[src/rtl/st_event_gen_pkg.sv]
// State encodings, parameter defaults and the press-qualification helper
// shared by the mode state machine's event front-end.
`ifndef ST_STATE_DEFS
`define ST_STATE_DEFS
`define ST_RST    3'd0
`define ST_STOP   3'd1
`define ST_SLEEP  3'd2
`define ST_LIGHT  3'd3
`define ST_DRAW   3'd4
`define ST_WRITE  3'd5
`define ST_ERASE  3'd6
`define ST_COLOR  3'd7
`define ST_DEBOUNCE_DEFAULT   1_000_000
`define ST_RST_CYCLES_DEFAULT 65_536
`endif

package st_event_gen_pkg;

   localparam int unsigned ST_W               = 3;
   localparam int unsigned DEBOUNCE_DEFAULT   = `ST_DEBOUNCE_DEFAULT;
   localparam int unsigned RST_CYCLES_DEFAULT = `ST_RST_CYCLES_DEFAULT;
   localparam int unsigned CNT_W_DEFAULT      = 20;

   typedef enum logic [ST_W-1:0] {
      ST_RST   = `ST_RST,
      ST_STOP  = `ST_STOP,
      ST_SLEEP = `ST_SLEEP,
      ST_LIGHT = `ST_LIGHT,
      ST_DRAW  = `ST_DRAW,
      ST_WRITE = `ST_WRITE,
      ST_ERASE = `ST_ERASE,
      ST_COLOR = `ST_COLOR
   } st_state_e;

   // States in which a debounced press is forwarded to the state machine.
   function automatic logic press_allowed(input logic [ST_W-1:0] st);
      logic allowed;
      allowed = 1'b0;
      case (st)
         `ST_SLEEP, `ST_LIGHT, `ST_DRAW,
         `ST_WRITE, `ST_ERASE, `ST_COLOR: allowed = 1'b1;
         default:                         allowed = 1'b0;
      endcase
      return allowed;
   endfunction

endpackage

[src/rtl/key_debounce.sv]
// Button conditioner: 2-FF synchroniser, consecutive-mismatch debounce and
// a one-cycle rise pulse coincident with the debounced level going high.
module key_debounce #(
   parameter int unsigned DEBOUNCE_CYCLES = 1_000_000,
   parameter int unsigned CNT_W           = 20
) (
   input  logic clk,
   input  logic rst_n,
   input  logic btn,
   output logic level,
   output logic rise
);

   localparam logic [CNT_W-1:0] CNT_LAST = CNT_W'(DEBOUNCE_CYCLES - 1);

   logic             sync1_q;
   logic             sync2_q;
   logic [CNT_W-1:0] cnt_q;
   logic [CNT_W-1:0] cnt_d;
   logic             level_q;
   logic             level_d;
   logic             rise_q;
   logic             rise_d;

   // Accept the synchronised level only after an unbroken run of mismatches.
   always_comb begin
      cnt_d   = cnt_q;
      level_d = level_q;
      rise_d  = 1'b0;
      if (sync2_q == level_q) begin
         cnt_d = '0;
      end else if (cnt_q == CNT_LAST) begin
         cnt_d   = '0;
         level_d = sync2_q;
         rise_d  = sync2_q;
      end else begin
         cnt_d = cnt_q + CNT_W'(1);
      end
   end

   always_ff @(posedge clk or negedge rst_n) begin
      if (!rst_n) begin
         sync1_q <= 1'b0;
         sync2_q <= 1'b0;
         cnt_q   <= '0;
         level_q <= 1'b0;
         rise_q  <= 1'b0;
      end else begin
         sync1_q <= btn;
         sync2_q <= sync1_q;
         cnt_q   <= cnt_d;
         level_q <= level_d;
         rise_q  <= rise_d;
      end
   end

   assign level = level_q;
   assign rise  = rise_q;

endmodule

[src/rtl/st_event_gen.sv]
// Event front-end for the mode state machine: qualified press pulses from the
// mode button and the reset-period-complete flag while the machine sits in RST.
module st_event_gen
   import st_event_gen_pkg::*;
#(
   parameter int unsigned DEBOUNCE_CYCLES = DEBOUNCE_DEFAULT,
   parameter int unsigned RST_CYCLES      = RST_CYCLES_DEFAULT,
   parameter int unsigned CNT_W           = CNT_W_DEFAULT
) (
   input  logic            clk,
   input  logic            rst_n,
   input  logic            btn,
   input  logic [ST_W-1:0] state,
   output logic            state_change,
   output logic            rst_ok,
   output logic            key_level
);

   localparam logic [CNT_W-1:0] RST_LAST = CNT_W'(RST_CYCLES);

   logic             deb_level;
   logic             deb_rise;
   logic             state_change_q;
   logic             state_change_d;
   logic [CNT_W-1:0] rcnt_q;
   logic [CNT_W-1:0] rcnt_d;
   logic             rst_ok_q;
   logic             rst_ok_d;

   key_debounce #(
      .DEBOUNCE_CYCLES (DEBOUNCE_CYCLES),
      .CNT_W           (CNT_W)
   ) u_debounce (
      .clk   (clk),
      .rst_n (rst_n),
      .btn   (btn),
      .level (deb_level),
      .rise  (deb_rise)
   );

   // Presses arriving while in RST or STOP are dropped rather than held.
   always_comb begin
      state_change_d = deb_rise & press_allowed(state);
   end

   // Init timer saturates so the flag stays up for as long as RST is held.
   always_comb begin
      rcnt_d   = '0;
      rst_ok_d = 1'b0;
      if (state == `ST_RST) begin
         rcnt_d   = (rcnt_q == RST_LAST) ? rcnt_q : rcnt_q + CNT_W'(1);
         rst_ok_d = (rcnt_d == RST_LAST);
      end
   end

   always_ff @(posedge clk or negedge rst_n) begin
      if (!rst_n) begin
         state_change_q <= 1'b0;
         rcnt_q         <= '0;
         rst_ok_q       <= 1'b0;
      end else begin
         state_change_q <= state_change_d;
         rcnt_q         <= rcnt_d;
         rst_ok_q       <= rst_ok_d;
      end
   end

   assign state_change = state_change_q;
   assign rst_ok       = rst_ok_q;
   assign key_level    = deb_level;

endmodule
[config.mk]
export PLATFORM = sky130hd
export DESIGN_NAME = st_event_gen
export DESIGN_NICKNAME = d
export VERILOG_FILES = /design/src/rtl/st_event_gen_pkg.sv /design/src/rtl/key_debounce.sv /design/src/rtl/st_event_gen.sv
export SDC_FILE = /design/constraint.sdc
export NUM_CORES = 1
export LEC_CHECK = 0
export BUFFER_PORTS_ARGS = -buffer_cell sky130_fd_sc_hd__buf_4
export CORE_ASPECT_RATIO = 1.5
export CORE_UTILIZATION = 60
export CTS_CLUSTER_DIAMETER = 60
export CTS_CLUSTER_SIZE = 25
export DETAILED_ROUTE_END_ITERATION = 8
export GPL_TIMING_DRIVEN = 0
export PLACE_DENSITY_LB_ADDON = 0.1
export SLEW_MARGIN = 20
export SYNTH_ARGS = -nofsm -noshare
export SYNTH_HDL_FRONTEND = slang
export SYNTH_SLANG_ARGS = --single-unit
export TNS_END_PERCENT = 100
[constraint.sdc]
create_clock -name clk -period 4.8 [get_ports clk]
set_clock_uncertainty 0.1 [all_clocks]
set_input_delay 0.72 -clock clk [delete_from_list [all_inputs] [get_ports clk]]
set_output_delay 0.72 -clock clk [all_outputs]
set_load 0.02 [all_outputs]
==> results of run 1 <==
-- cells in the final DEF, fill, tap and decap left out, drive strengths merged, types with 4 or more instances in the layout --
master / instances
dfrtp: 46
clkbuf: 16
nor2: 46
xor2: 11
inv: 9
o21ai: 5
and3: 4
nand3: 18
nand2: 16
nand4: 9
nor3: 10
xnor2: 26
nor4: 11
buf: 10
-- where the power goes --
part	leakage (nW)	switching, W	internal, W
sequential	0.635	0.00000414	0.000391
combinational	0.341	0.0000161	0.00000726
clock	0.0524	0.000124	0.000156
total	1.03	0.000144	0.000554
-- cells by family after synthesis --
kind of cell / share of synthesized area (%)
XOR/XNOR: 13.3
AO/OA/AOI/OAI: 5.69
multiplexers: 1.28
adder cells (fa/ha/maj): 1.54
buffers and inverters: 3.38
AND/OR/NAND/NOR: 27.7
flip-flops: 47.2
-- sequential cells by signal (all words and copies together) (netlist names) --
register and cells:
state_change 1, rst_ok 1, u_debounce.sync1_q 1, u_debounce.rise 1
u_debounce.cnt_q 20, u_debounce.sync2_q 1, u_debounce.level 1, rcnt_q 20
-- worst register-to-register path: stages, from the launching register on --
cell	delay [ns]
sky130_fd_sc_hd__dfrtp_1	0.37
sky130_fd_sc_hd__clkbuf_1	0.18
sky130_fd_sc_hd__nor4b_1	0.43
sky130_fd_sc_hd__nand4_1	0.23
sky130_fd_sc_hd__or4_1	0.43
sky130_fd_sc_hd__a2111o_1	0.45
sky130_fd_sc_hd__nor4_2	0.26
-- cell usage after synthesis, drive strengths merged, types with 3 or more instances --
library cell / instances / area (um^2)
nor4: 11 / 75.1
o21ai: 5 / 25.0
dfrtp: 46 / 1150
nor3: 10 / 50.1
and3: 4 / 25.0
nand2: 16 / 60.1
nor4b: 3 / 26.3
nand4: 9 / 56.3
or3: 3 / 23.8
ha: 3 / 37.5
and4: 3 / 26.3
nor2: 46 / 173
xnor2: 26 / 228
xor2: 11 / 96.3
inv: 9 / 33.8
nand2b: 3 / 18.8
nand3: 18 / 90.1
clkbuf: 9 / 33.8
-- layout make-up --
| type | instances | area [um^2] |
|---|---|---|
| buffer | 11 | 48.8 |
| clock buffer | 7 | 76.3 |
| clock inverter | 1 | 30.0 |
| fill | 310 | 1260 |
| inverter | 9 | 33.8 |
| multi-input combinational | 195 | 1210 |
| sequential | 46 | 1150 |
| tap | 45 | 56.3 |
| timing repair buffer | 8 | 60.1 |
-- layer usage --
metal / vias to the layer above / wire length (um) / GRT usage, %
met1: 881 / 1930 / 25.2
li1: 927 / - / -
met2: 35 / 2490 / 44.2
met3: 16 / 106 / 4.17
met4: 0 / 158 / 14.4
met5: - / 0 / 0
-- stage by stage --
step	power (W)	utilization [%]	setup WS, ns	cells	area, um^2
3_5_place_dp	0.000426	65.2	2.31	314	2560
3_3_place_gp	0.000426	65.2	2.32	314	2560
6_report	0.000698	67.9	2.26	322	2660
2_1_floorplan	0.000411	-	2.42	261	2440
5_1_grt	0.000723	67.9	2.05	322	2660
4_1_cts	0.000707	67.9	2.28	322	2660
-- path summary, 6_finish.rpt --
path	from	endpoint	slack [ns]
max	rcnt_q[9]$_DFF_PN0_	rst_ok$_DFF_PN0_	2.26
min	u_debounce.sync1_q$_DFF_PN0_	u_debounce.sync2_q$_DFF_PN0_	0.26
max reg2reg	rcnt_q[9]$_DFF_PN0_	rst_ok$_DFF_PN0_	2.26
min reg2reg	u_debounce.sync1_q$_DFF_PN0_	u_debounce.sync2_q$_DFF_PN0_	0.26
max in group asynchronous	rst_n	rcnt_q[16]$_DFF_PN0_	3.90
min in group asynchronous	rst_n	rcnt_q[3]$_DFF_PN0_	0.30
==> report_table.html, run 1 <==
<table>
<tr><th>Metric</th><th>Value</th></tr>
<tr><th colspan="2">Route</th></tr>
<tr><td>First DRT Iteration DRCs</td><td>41</td></tr>
<tr><td>DRC viols</td><td>0</td></tr>
<tr><td>Wirelength, routed</td><td>4690 um</td></tr>
<tr><td>Total via count in the routed design</td><td>1859</td></tr>
<tr><td>Post-DR vias/cell</td><td>5.77</td></tr>
<tr><td>Number of nets with antenna violations after detailed routing</td><td>0</td></tr>
<tr><td>Average wire per standard cell</td><td>14.5 um</td></tr>
<tr><td>Pre-Repair DR Iteration Count</td><td>4</td></tr>
<tr><th colspan="2">Global route</th></tr>
<tr><td>Pin count of the biggest net entering global routing</td><td>47</td></tr>
<tr><td>Initial antenna violation count</td><td>0</td></tr>
<tr><td>Wire length of the first global-routing pass</td><td>7650 um</td></tr>
<tr><td>Total overflow reported by the global router</td><td>0</td></tr>
<tr><td>Global routing usage summed across all routing layers</td><td>24.6%</td></tr>
<tr><td>Via count of the first global-routing pass</td><td>1803</td></tr>
<tr><th colspan="2">Setup path</th></tr>
<tr><td>CP Buf/Inv Count</td><td>1</td></tr>
<tr><td>Required time of the worst setup path</td><td>4.91 ns</td></tr>
<tr><td>Cell family contributing the most delay on the critical path</td><td>simple AND/OR/NAND/NOR gates</td></tr>
<tr><td>Type of the worst setup path</td><td>flop to flop</td></tr>
<tr><td>Cell count along the critical path</td><td>6</td></tr>
<tr><td>Worst Reg2Reg Path Length in Cells</td><td>6</td></tr>
<tr><td>Slowest stage cell on the critical path</td><td>sky130_fd_sc_hd__a2111o_1</td></tr>
<tr><td>Startpoint type of the worst setup path</td><td>flop</td></tr>
<tr><td>Critical-path cell list</td><td>clkbuf_1 &gt; nor4b_1 &gt; nand4_1 &gt; or4_1 &gt; a2111o_1 &gt; nor4_2</td></tr>
<tr><td>Maximum cell stage delay along the critical path</td><td>0.45 ns</td></tr>
<tr><td>Arrival time at the worst endpoint</td><td>2.65 ns</td></tr>
<tr><td>Setup crit end kind</td><td>flop</td></tr>
<tr><td>Largest fanout of any net on the critical path</td><td>7</td></tr>
<tr><th colspan="2">Logic synthesis</th></tr>
<tr><td>Sequential element share of the synthesized area</td><td>47.2%</td></tr>
<tr><td>Async set-or-reset flop fraction in the synthesized netlist</td><td>100%</td></tr>
<tr><td>Area of the mapped netlist</td><td>2440 um^2</td></tr>
<tr><td>Post-Syn Instances</td><td>261</td></tr>
<tr><td>Number of flops mapped to enable cells by yosys</td><td>0</td></tr>
<tr><td>Unique cell type count in the Yosys netlist</td><td>42</td></tr>
<tr><td>Flip-flop cell with the highest count after synthesis</td><td>sky130_fd_sc_hd__dfrtp_1</td></tr>
<tr><td>Net count after synthesis</td><td>270</td></tr>
<tr><td>Yosys Warn Count</td><td>0</td></tr>
<tr><td>Avg Cell Area, Syn</td><td>9.35 um^2</td></tr>
<tr><td>Number of synthesized register bits</td><td>46</td></tr>
<tr><th colspan="2">Status</th></tr>
<tr><td>Status</td><td>completed</td></tr>
<tr><th colspan="2">Floorplan</th></tr>
<tr><td>Vertical extent of the die</td><td>80.1 um</td></tr>
<tr><td>Core outline area</td><td>3920 um^2</td></tr>
<tr><td>Placement Rows</td><td>28</td></tr>
<tr><td>Die footprint</td><td>4330 um^2</td></tr>
<tr><td>Top Ports</td><td>9</td></tr>
<tr><td>Starting Density</td><td>62.2%</td></tr>
<tr><td>Width of the die</td><td>54.1 um</td></tr>
<tr><th colspan="2">Timing</th></tr>
<tr><td>Count of endpoints failing setup in the final report</td><td>0</td></tr>
<tr><td>Final count of pins violating max slew</td><td>0</td></tr>
<tr><td>Fin Setup TNS</td><td>0 ns</td></tr>
<tr><td>Worst slew pin tran</td><td>0.678 ns</td></tr>
<tr><td>Worst slew margin relative to its limit</td><td>54.4%</td></tr>
<tr><td>Worst hold slack across all endpoints</td><td>0.265 ns</td></tr>
<tr><td>Count of final hold-check violations</td><td>0</td></tr>
<tr><td>Final clock period utilization by the worst path</td><td>52.9%</td></tr>
<tr><td>RSZ-0062 raised after global routing</td><td>no</td></tr>
<tr><td>Final critical-path required period</td><td>2.54 ns</td></tr>
<tr><td>Achievable frequency</td><td>0.394 GHz</td></tr>
<tr><th colspan="2">Clocking</th></tr>
<tr><td>H-Tree Depth</td><td>2</td></tr>
<tr><td>CTS resizes</td><td>0</td></tr>
<tr><td>Post-CTS setup repair buffer count</td><td>0</td></tr>
<tr><td>Clock-pin slew of the registers on the worst-case setup and hold paths</td><td>0.09 ns</td></tr>
<tr><td>Maximum clock path buffer count</td><td>2</td></tr>
<tr><td>Worst skew pair latency</td><td>0.30 ns</td></tr>
<tr><td>Hold buffer count at CTS</td><td>0</td></tr>
<tr><td>Sink Count</td><td>46</td></tr>
<tr><td>CTS tree</td><td>built</td></tr>
<tr><td>CTS root buffer</td><td>sky130_fd_sc_hd__clkbuf_8</td></tr>
<tr><td>Num CTS Buffers</td><td>5</td></tr>
<tr><th colspan="2">Placed design</th></tr>
<tr><td>I/O Buffers</td><td>8</td></tr>
<tr><td>Placed wire-length estimate after detailed placement</td><td>3270 um</td></tr>
<tr><td>Last weighted congestion value of the routability-driven placer</td><td>0.804</td></tr>
<tr><th colspan="2">Power and ir drop</th></tr>
<tr><td>Total power divided by cell area</td><td>262 nW/um^2</td></tr>
<tr><td>Static leakage power</td><td>1.03 nW</td></tr>
<tr><td>Maximum resistive drop on vdd</td><td>0.328 mV</td></tr>
<tr><th colspan="2">Job</th></tr>
<tr><td>Number of max-cap violations</td><td>0</td></tr>
<tr><th colspan="2">Final layout</th></tr>
<tr><td>Number of inserted diodes</td><td>0</td></tr>
<tr><td>Net total in the final layout</td><td>285</td></tr>
<tr><td>Layout cells sized above 1</td><td>7.58%</td></tr>
<tr><td>Area growth from synthesis to layout</td><td>9.12%</td></tr>
<tr><th colspan="2">Min path</th></tr>
<tr><td>Cell depth of the worst hold path</td><td>0</td></tr>
<tr><td>Tightest Hold Check Type</td><td>flop to flop</td></tr>
</table>
Note: power is estimated with default switching activity, not from simulation.
==> inputs of run 2 (changes only) <==
- ABC_AREA: not set -> 1
- clock period: 4.8 -> 2.6 ns (I/O delays scaled with it)
==> run 2 against run 1 <==
Against the previous run: synthesized cell count is 35% higher; core utilization is 0.49 points higher; die area is 9.5% higher; clock power is 61% higher; non-clock buffer count is 8 lower; critical path depth is 3 higher; sequential share of layout area is 3.6 points lower; first-iteration DRC count grew to 2.9 times the previous value; global-route usage is 3.7 points higher; worst setup slack worse by 1.9 ns; register-to-register slack worse by 1.9 ns.
==> report_table.html, run 2 <==
<table>
<tr><th>Metric</th><th>Value</th></tr>
<tr><th colspan="2">Clocking</th></tr>
<tr><td>Num CTS Buffers</td><td>5</td></tr>
<tr><td>H-Tree Depth</td><td>2</td></tr>
<tr><td>Sink Count</td><td>46</td></tr>
<tr><td>Clock-pin slew of the registers on the worst-case setup and hold paths</td><td>0.09 ns</td></tr>
<tr><td>CTS tree</td><td>built</td></tr>
<tr><td>CTS resizes</td><td>0</td></tr>
<tr><td>CTS root buffer</td><td>sky130_fd_sc_hd__clkbuf_8</td></tr>
<tr><td>Post-CTS setup repair buffer count</td><td>0</td></tr>
<tr><td>Hold buffer count at CTS</td><td>1</td></tr>
<tr><td>Worst skew pair latency</td><td>0.30 ns</td></tr>
<tr><td>Maximum clock path buffer count</td><td>2</td></tr>
<tr><th colspan="2">Route</th></tr>
<tr><td>Wirelength, routed</td><td>5900 um</td></tr>
<tr><td>Average wire per standard cell</td><td>14.2 um</td></tr>
<tr><td>Pre-Repair DR Iteration Count</td><td>5</td></tr>
<tr><td>DRC viols</td><td>0</td></tr>
<tr><td>Post-DR vias/cell</td><td>5.48</td></tr>
<tr><td>Number of nets with antenna violations after detailed routing</td><td>0</td></tr>
<tr><td>Total via count in the routed design</td><td>2280</td></tr>
<tr><td>First DRT Iteration DRCs</td><td>120</td></tr>
<tr><th colspan="2">Global route</th></tr>
<tr><td>Via count of the first global-routing pass</td><td>2338</td></tr>
<tr><td>Global routing usage summed across all routing layers</td><td>28.3%</td></tr>
<tr><td>Initial antenna violation count</td><td>0</td></tr>
<tr><td>Total overflow reported by the global router</td><td>0</td></tr>
<tr><td>Wire length of the first global-routing pass</td><td>10300 um</td></tr>
<tr><td>Pin count of the biggest net entering global routing</td><td>47</td></tr>
<tr><th colspan="2">Placed design</th></tr>
<tr><td>Last weighted congestion value of the routability-driven placer</td><td>0.942</td></tr>
<tr><td>Placed wire-length estimate after detailed placement</td><td>4480 um</td></tr>
<tr><td>I/O Buffers</td><td>8</td></tr>
<tr><th colspan="2">Logic synthesis</th></tr>
<tr><td>Async set-or-reset flop fraction in the synthesized netlist</td><td>100%</td></tr>
<tr><td>Net count after synthesis</td><td>362</td></tr>
<tr><td>Proportion of netlist area held by the largest area contributor</td><td>43.0%</td></tr>
<tr><td>Avg Cell Area, Syn</td><td>7.59 um^2</td></tr>
<tr><td>Post-Syn Instances</td><td>353</td></tr>
<tr><td>Synth top cells by count</td><td>sky130_fd_sc_hd__nor2_1, sky130_fd_sc_hd__nand2_1, sky130_fd_sc_hd__dfrtp_1</td></tr>
<tr><td>Area of the mapped netlist</td><td>2680 um^2</td></tr>
<tr><td>Top cell type by total area after synthesis</td><td>sky130_fd_sc_hd__dfrtp_1</td></tr>
<tr><td>Most common cell in the netlist</td><td>sky130_fd_sc_hd__nor2_1</td></tr>
<tr><td>Yosys Warn Count</td><td>0</td></tr>
<tr><td>Sequential element share of the synthesized area</td><td>43.0%</td></tr>
<tr><td>Number of flops mapped to enable cells by yosys</td><td>0</td></tr>
<tr><td>Unique cell type count in the Yosys netlist</td><td>31</td></tr>
<tr><td>Top cells by area, synth</td><td>sky130_fd_sc_hd__dfrtp_1, sky130_fd_sc_hd__nor2_1, sky130_fd_sc_hd__nand2_1</td></tr>
<tr><td>Flip-flop cell with the highest count after synthesis</td><td>sky130_fd_sc_hd__dfrtp_1</td></tr>
<tr><td>Number of synthesized register bits</td><td>46</td></tr>
<tr><th colspan="2">Final layout</th></tr>
<tr><td>Net total in the final layout</td><td>378</td></tr>
<tr><td>Finished Core Util</td><td>68.4%</td></tr>
<tr><td>Area growth from synthesis to layout</td><td>8.31%</td></tr>
<tr><td>Highest-count cells in the layout ignoring fill and taps</td><td>sky130_fd_sc_hd__nor2_1, sky130_fd_sc_hd__nand2_1, sky130_fd_sc_hd__dfrtp_1</td></tr>
<tr><td>Most common cell after layout, fill and taps aside</td><td>sky130_fd_sc_hd__nor2_1</td></tr>
<tr><td>Top flop regs</td><td>rcnt_q (20), u_debounce.cnt_q (20)</td></tr>
<tr><td>Layout cells sized above 1</td><td>13.2%</td></tr>
<tr><td>Number of inserted diodes</td><td>0</td></tr>
<tr><th colspan="2">Power and ir drop</th></tr>
<tr><td>Static leakage power</td><td>1.36 nW</td></tr>
<tr><td>Maximum resistive drop on vdd</td><td>0.480 mV</td></tr>
<tr><td>Total power divided by cell area</td><td>422 nW/um^2</td></tr>
<tr><th colspan="2">Status</th></tr>
<tr><td>Status</td><td>completed</td></tr>
<tr><th colspan="2">Min path</th></tr>
<tr><td>Tightest Hold Check Type</td><td>input pin to flop</td></tr>
<tr><th colspan="2">Floorplan</th></tr>
<tr><td>Die footprint</td><td>4740 um^2</td></tr>
<tr><td>Top Ports</td><td>9</td></tr>
<tr><td>Width of the die</td><td>56.6 um</td></tr>
<tr><td>Vertical extent of the die</td><td>83.9 um</td></tr>
<tr><td>Placement Rows</td><td>29</td></tr>
<tr><td>Core outline area</td><td>4250 um^2</td></tr>
<tr><td>Starting Density</td><td>63.1%</td></tr>
<tr><th colspan="2">Timing</th></tr>
<tr><td>Fin Setup TNS</td><td>0 ns</td></tr>
<tr><td>Achievable frequency</td><td>0.456 GHz</td></tr>
<tr><td>Worst hold slack across all endpoints</td><td>0.0974 ns</td></tr>
<tr><td>Count of final hold-check violations</td><td>0</td></tr>
<tr><td>Worst slew pin tran</td><td>0.575 ns</td></tr>
<tr><td>Final critical-path required period</td><td>2.19 ns</td></tr>
<tr><td>Count of endpoints failing setup in the final report</td><td>0</td></tr>
<tr><td>Final count of pins violating max slew</td><td>0</td></tr>
<tr><td>Worst slew margin relative to its limit</td><td>61.7%</td></tr>
<tr><td>RSZ-0062 raised after global routing</td><td>no</td></tr>
<tr><td>Final clock period utilization by the worst path</td><td>84.3%</td></tr>
<tr><th colspan="2">Setup path</th></tr>
<tr><td>R2R Path Start</td><td>rcnt_q[0]$_DFF_PN0_</td></tr>
<tr><td>End of the worst register-to-register path</td><td>rst_ok$_DFF_PN0_</td></tr>
<tr><td>Required time of the worst setup path</td><td>2.73 ns</td></tr>
<tr><td>Endpoint of the worst setup timing path</td><td>rst_ok$_DFF_PN0_</td></tr>
<tr><td>Worst Reg2Reg Path Length in Cells</td><td>9</td></tr>
<tr><td>R2R setup slack</td><td>0.41 ns</td></tr>
<tr><td>Startpoint of the worst setup timing path</td><td>rcnt_q[0]$_DFF_PN0_</td></tr>
<tr><td>Arrival time at the worst endpoint</td><td>2.33 ns</td></tr>
<tr><td>Largest fanout of any net on the critical path</td><td>6</td></tr>
<tr><td>Type of the worst setup path</td><td>flop to flop</td></tr>
<tr><td>Setup crit end kind</td><td>flop</td></tr>
<tr><td>Startpoint type of the worst setup path</td><td>flop</td></tr>
<tr><th colspan="2">Job</th></tr>
<tr><td>Number of max-cap violations</td><td>0</td></tr>
</table>
==> run 2: cell types whose count changed after synthesis, moves of 8 or more <==
cell / change
sky130_fd_sc_hd__nor4_1: -8
sky130_fd_sc_hd__xnor2_1: -21
sky130_fd_sc_hd__inv_2: +9
sky130_fd_sc_hd__inv_1: +30
sky130_fd_sc_hd__a21oi_1: +8
sky130_fd_sc_hd__nand4_1: +8
sky130_fd_sc_hd__nor2_1: +23
sky130_fd_sc_hd__nand2_1: +52
==> run 2: cell type report <==
cell class                      count  area (um^2)
Multi-Input combinational cell    256         1340
Clock buffer                        6         82.6
Tap cell                           46         57.6
Clock inverter                      2         12.5
Buffer                              2         7.51
Timing Repair Buffer                9         70.1
Inverter                           49          184
Fill cell                         347         1340
Sequential cell                    46         1150
==> run 2: kinds of logic after synthesis <==
logic type,share of synthesized area (%)
simple gates,38.2
compound gates,3.50
fa+ha+maj,1.40
xor+xnor,6.82
flops,43.0
buf+inv,7.14
==> run 2: worst min path at each step <==
stage	cells after the start	slack [ns]	endpoint	startpoint
floorplan	0	-0.006	rcnt_q[0]$_DFF_PN0_	rst_n
global placement	0	0.23	u_debounce.sync2_q$_DFF_PN0_	u_debounce.sync1_q$_DFF_PN0_
detailed placement	0	0.24	u_debounce.sync2_q$_DFF_PN0_	u_debounce.sync1_q$_DFF_PN0_
CTS	1	0.09	u_debounce.sync1_q$_DFF_PN0_	btn
global route	1	0.09	u_debounce.sync1_q$_DFF_PN0_	btn
finish	1	0.1	u_debounce.sync1_q$_DFF_PN0_	btn
==> run 2: power by group <==
| part | leakage [nW] | switching (W) | internal [W] |
|---|---|---|---|
| Clock | 0.0472 | 0.000238 | 0.000214 |
| Sequential | 0.635 | 0.00000440 | 0.000721 |
| Combinational | 0.673 | 0.0000341 | 0.0000147 |
| Total | 1.36 | 0.000277 | 0.000949 |
==> run 2: worst max-delay path, stage by stage (launching register included) <==
cell and delay [ns]:
sky130_fd_sc_hd__dfrtp_1 0.46, sky130_fd_sc_hd__ha_1 0.33, sky130_fd_sc_hd__nand2_1 0.15, sky130_fd_sc_hd__nor2_2 0.23, sky130_fd_sc_hd__nand2_1 0.14, sky130_fd_sc_hd__xor2_1 0.18, sky130_fd_sc_hd__nand2_1 0.08, sky130_fd_sc_hd__nor2_1 0.19
sky130_fd_sc_hd__nand4_1 0.14, sky130_fd_sc_hd__nor2_1 0.13
==> run 2: routing by layer <==
metal | track usage (%) | vias up | routed length [um]
li1 | - | 1154 | -
met1 | 29.7 | 1048 | 2160
met2 | 53.5 | 56 | 3320
met3 | 3.41 | 22 | 164
met4 | 14.0 | 0 | 261
met5 | 0 | - | 0
==> run 2: per-stage QoR <==
step                      instances  power, W  setup slack [ns]  area, um^2
final                           416   0.00123             0.409        2900
after detailed placement        407  0.000789             0.447        2800
after global routing            416   0.00128             0.244        2900
after CTS                       416   0.00124             0.429        2900
after global placement          407  0.000787             0.487        2800
after floorplan                 353  0.000761             0.922        2680
==> inputs of run 3 (changes only) <==
- clock period: 2.6 -> 2.2 ns (I/O delays scaled with it)
==> run 3 against run 2 <==
Against the previous run: combinational power is 18% higher; count of clock-buffer cells in the layout did not move; highest routed layer unchanged; cell area is 0.52% higher; critical path depth unchanged; sequential share of layout area shrank 0.16 points; via count up 0.35%; non-clock buffer count unchanged; critical endpoint unchanged.
==> report_table.html, run 3 (same netlist as run 2, synthesis figures left out) <==
<table>
<tr><th>Metric</th><th>Value</th></tr>
<tr><th colspan="2">Floorplan</th></tr>
<tr><td>Starting Density</td><td>63.1%</td></tr>
<tr><td>Placement Rows</td><td>29</td></tr>
<tr><td>Width of the die</td><td>56.6 um</td></tr>
<tr><td>Top Ports</td><td>9</td></tr>
<tr><td>Die footprint</td><td>4740 um^2</td></tr>
<tr><td>Core outline area</td><td>4250 um^2</td></tr>
<tr><td>Vertical extent of the die</td><td>83.9 um</td></tr>
<tr><th colspan="2">Min path</th></tr>
<tr><td>Tightest Hold Check Type</td><td>input pin to flop</td></tr>
<tr><th colspan="2">Route</th></tr>
<tr><td>Pre-Repair DR Iteration Count</td><td>4</td></tr>
<tr><td>Wirelength, routed</td><td>5900 um</td></tr>
<tr><td>Average wire per standard cell</td><td>14.2 um</td></tr>
<tr><td>Total via count in the routed design</td><td>2288</td></tr>
<tr><td>DRC viols</td><td>0</td></tr>
<tr><td>Post-DR vias/cell</td><td>5.50</td></tr>
<tr><td>First DRT Iteration DRCs</td><td>114</td></tr>
<tr><td>Number of nets with antenna violations after detailed routing</td><td>0</td></tr>
<tr><th colspan="2">Final layout</th></tr>
<tr><td>Net total in the final layout</td><td>378</td></tr>
<tr><td>Top flop regs</td><td>rcnt_q (20), u_debounce.cnt_q (20)</td></tr>
<tr><td>Highest-count cells in the layout ignoring fill and taps</td><td>sky130_fd_sc_hd__nor2_1, sky130_fd_sc_hd__nand2_1, sky130_fd_sc_hd__dfrtp_1</td></tr>
<tr><td>Number of inserted diodes</td><td>0</td></tr>
<tr><td>Layout cells sized above 1</td><td>13.8%</td></tr>
<tr><td>Area growth from synthesis to layout</td><td>8.87%</td></tr>
<tr><td>Fillers</td><td>348</td></tr>
<tr><td>Post-route standard cell area excluding fillers</td><td>2920 um^2</td></tr>
<tr><td>Most common cell after layout, fill and taps aside</td><td>sky130_fd_sc_hd__nor2_1</td></tr>
<tr><th colspan="2">Timing</th></tr>
<tr><td>Worst hold slack across all endpoints</td><td>0.0379 ns</td></tr>
<tr><td>Count of endpoints failing setup in the final report</td><td>0</td></tr>
<tr><td>Final clock period utilization by the worst path</td><td>91.9%</td></tr>
<tr><td>Final count of pins violating max slew</td><td>0</td></tr>
<tr><td>Achievable frequency</td><td>0.495 GHz</td></tr>
<tr><td>Count of final hold-check violations</td><td>0</td></tr>
<tr><td>Worst slew pin tran</td><td>0.573 ns</td></tr>
<tr><td>Final critical-path required period</td><td>2.02 ns</td></tr>
<tr><td>Fin Setup TNS</td><td>0 ns</td></tr>
<tr><td>RSZ-0062 raised after global routing</td><td>no</td></tr>
<tr><td>Worst slew margin relative to its limit</td><td>61.8%</td></tr>
<tr><th colspan="2">Clocking</th></tr>
<tr><td>Post-CTS setup repair buffer count</td><td>0</td></tr>
<tr><td>Num CTS Buffers</td><td>5</td></tr>
<tr><td>Worst skew pair latency</td><td>0.30 ns</td></tr>
<tr><td>CTS root buffer</td><td>sky130_fd_sc_hd__clkbuf_8</td></tr>
<tr><td>Maximum clock path buffer count</td><td>2</td></tr>
<tr><td>H-Tree Depth</td><td>2</td></tr>
<tr><td>CTS tree</td><td>built</td></tr>
<tr><td>Sink Count</td><td>46</td></tr>
<tr><td>Clock-pin slew of the registers on the worst-case setup and hold paths</td><td>0.09 ns</td></tr>
<tr><th colspan="2">Global route</th></tr>
<tr><td>Initial antenna violation count</td><td>0</td></tr>
<tr><td>Wire length of the first global-routing pass</td><td>10300 um</td></tr>
<tr><td>Global routing usage summed across all routing layers</td><td>28.3%</td></tr>
<tr><td>Via count of the first global-routing pass</td><td>2338</td></tr>
<tr><td>Pin count of the biggest net entering global routing</td><td>47</td></tr>
<tr><td>Total overflow reported by the global router</td><td>0</td></tr>
<tr><th colspan="2">Setup path</th></tr>
<tr><td>Largest fanout of any net on the critical path</td><td>6</td></tr>
<tr><td>Type of the worst setup path</td><td>flop to flop</td></tr>
<tr><td>Setup crit end kind</td><td>flop</td></tr>
<tr><td>Slowest stage cell on the critical path</td><td>sky130_fd_sc_hd__dfrtp_2</td></tr>
<tr><td>Critical path's most frequent cell</td><td>sky130_fd_sc_hd__nand2_1</td></tr>
<tr><td>Required time of the worst setup path</td><td>2.33 ns</td></tr>
<tr><td>Startpoint type of the worst setup path</td><td>flop</td></tr>
<tr><td>CP Buf/Inv Count</td><td>0</td></tr>
<tr><td>Critical-path cell list</td><td>ha_2 &gt; nand2_1 &gt; nor2_4 &gt; nand2_1 &gt; xor2_1 &gt; nand2_1 &gt; nor2_1 &gt; nand4_1 &gt; nor2_1</td></tr>
<tr><td>Maximum cell stage delay along the critical path</td><td>0.43 ns</td></tr>
<tr><td>Cell family contributing the most delay on the critical path</td><td>simple AND/OR/NAND/NOR gates</td></tr>
<tr><td>Arrival time at the worst endpoint</td><td>2.16 ns</td></tr>
<tr><th colspan="2">Job</th></tr>
<tr><td>Number of max-cap violations</td><td>0</td></tr>
<tr><th colspan="2">Power and ir drop</th></tr>
<tr><td>Total power of the final layout</td><td>0.00145 W</td></tr>
<tr><td>Maximum resistive drop on vdd</td><td>0.567 mV</td></tr>
<tr><td>Total power divided by cell area</td><td>497 nW/um^2</td></tr>
<tr><td>Static leakage power</td><td>1.37 nW</td></tr>
<tr><th colspan="2">Placed design</th></tr>
<tr><td>Placed Instance Area</td><td>2800 um^2</td></tr>
<tr><td>I/O Buffers</td><td>8</td></tr>
<tr><td>Placed wire-length estimate after detailed placement</td><td>4480 um</td></tr>
<tr><td>Last weighted congestion value of the routability-driven placer</td><td>0.942</td></tr>
<tr><th colspan="2">Status</th></tr>
<tr><td>Status</td><td>completed</td></tr>
</table>
-- run 3: area by class of cell --
class / count / area [um^2] / share of cell area (%)
multi-input combinational: 256 / 1350 / 46.3
inverter: 49 / 184 / 6.30
clock buffer: 6 / 82.6 / 2.83
tap: 46 / 57.6 / 1.97
buffer: 2 / 7.51 / 0.257
timing repair buffer: 9 / 70.1 / 2.40
sequential: 46 / 1150 / 39.5
clock inverter: 2 / 12.5 / 0.429
-- run 3: what timing repair did --
action	in CTS	in global routing
setup endpoints to repair	0	1
gates resized for setup	0	4
hold buffers	1	0
hold endpoints to repair	46	0
-- run 3: worst register-to-register path: stages, from the launching register on --
cell and delay, ns:
sky130_fd_sc_hd__dfrtp_2 0.43, sky130_fd_sc_hd__ha_2 0.27, sky130_fd_sc_hd__nand2_1 0.16, sky130_fd_sc_hd__nor2_4 0.17, sky130_fd_sc_hd__nand2_1 0.12, sky130_fd_sc_hd__xor2_1 0.18
sky130_fd_sc_hd__nand2_1 0.08, sky130_fd_sc_hd__nor2_1 0.19, sky130_fd_sc_hd__nand4_1 0.14, sky130_fd_sc_hd__nor2_1 0.13
-- run 3: path summary, 6_finish.rpt --
check | startpoint | endpoint | slack, ns | cells past startpoint
max in group asynchronous | rst_n | rcnt_q[0]$_DFF_PN0_ | 1.12 | 2
hold reg to reg | u_debounce.sync1_q$_DFF_PN0_ | u_debounce.sync2_q$_DFF_PN0_ | 0.25 | 0
setup / recovery | rcnt_q[0]$_DFF_PN0_ | rst_ok$_DFF_PN0_ | 0.18 | 9
hold / removal | btn | u_debounce.sync1_q$_DFF_PN0_ | 0.04 | 1
min in group asynchronous | rst_n | rcnt_q[8]$_DFF_PN0_ | 0.46 | 2
setup reg to reg | rcnt_q[0]$_DFF_PN0_ | rst_ok$_DFF_PN0_ | 0.18 | 9
-- run 3: per-stage QoR --
step / util [%] / instances / setup slack [ns]
detailed placement: 65.9 / 407 / 0.0467
finish: 68.7 / 416 / 0.178
global route: 68.7 / 416 / 0.0163
floorplan: - / 353 / 0.522
CTS: 68.4 / 416 / 0.0295
global placement: 65.9 / 407 / 0.0868
-- run 3: report_power, final --
part | switching, W | total [W] | internal, W
logic | 0.0000403 | 0.0000578 | 0.0000174
registers | 0.00000523 | 0.000857 | 0.000852
clock network | 0.000281 | 0.000534 | 0.000253
total | 0.000327 | 0.00145 | 0.00112
-- run 3: per-layer routing --
layer	up-vias	wire, um	track usage (%)
li1	1155	-	-
met2	54	3320	53.5
met3	20	170	3.41
met4	0	253	14.0
met5	-	0	0
met1	1059	2150	29.7
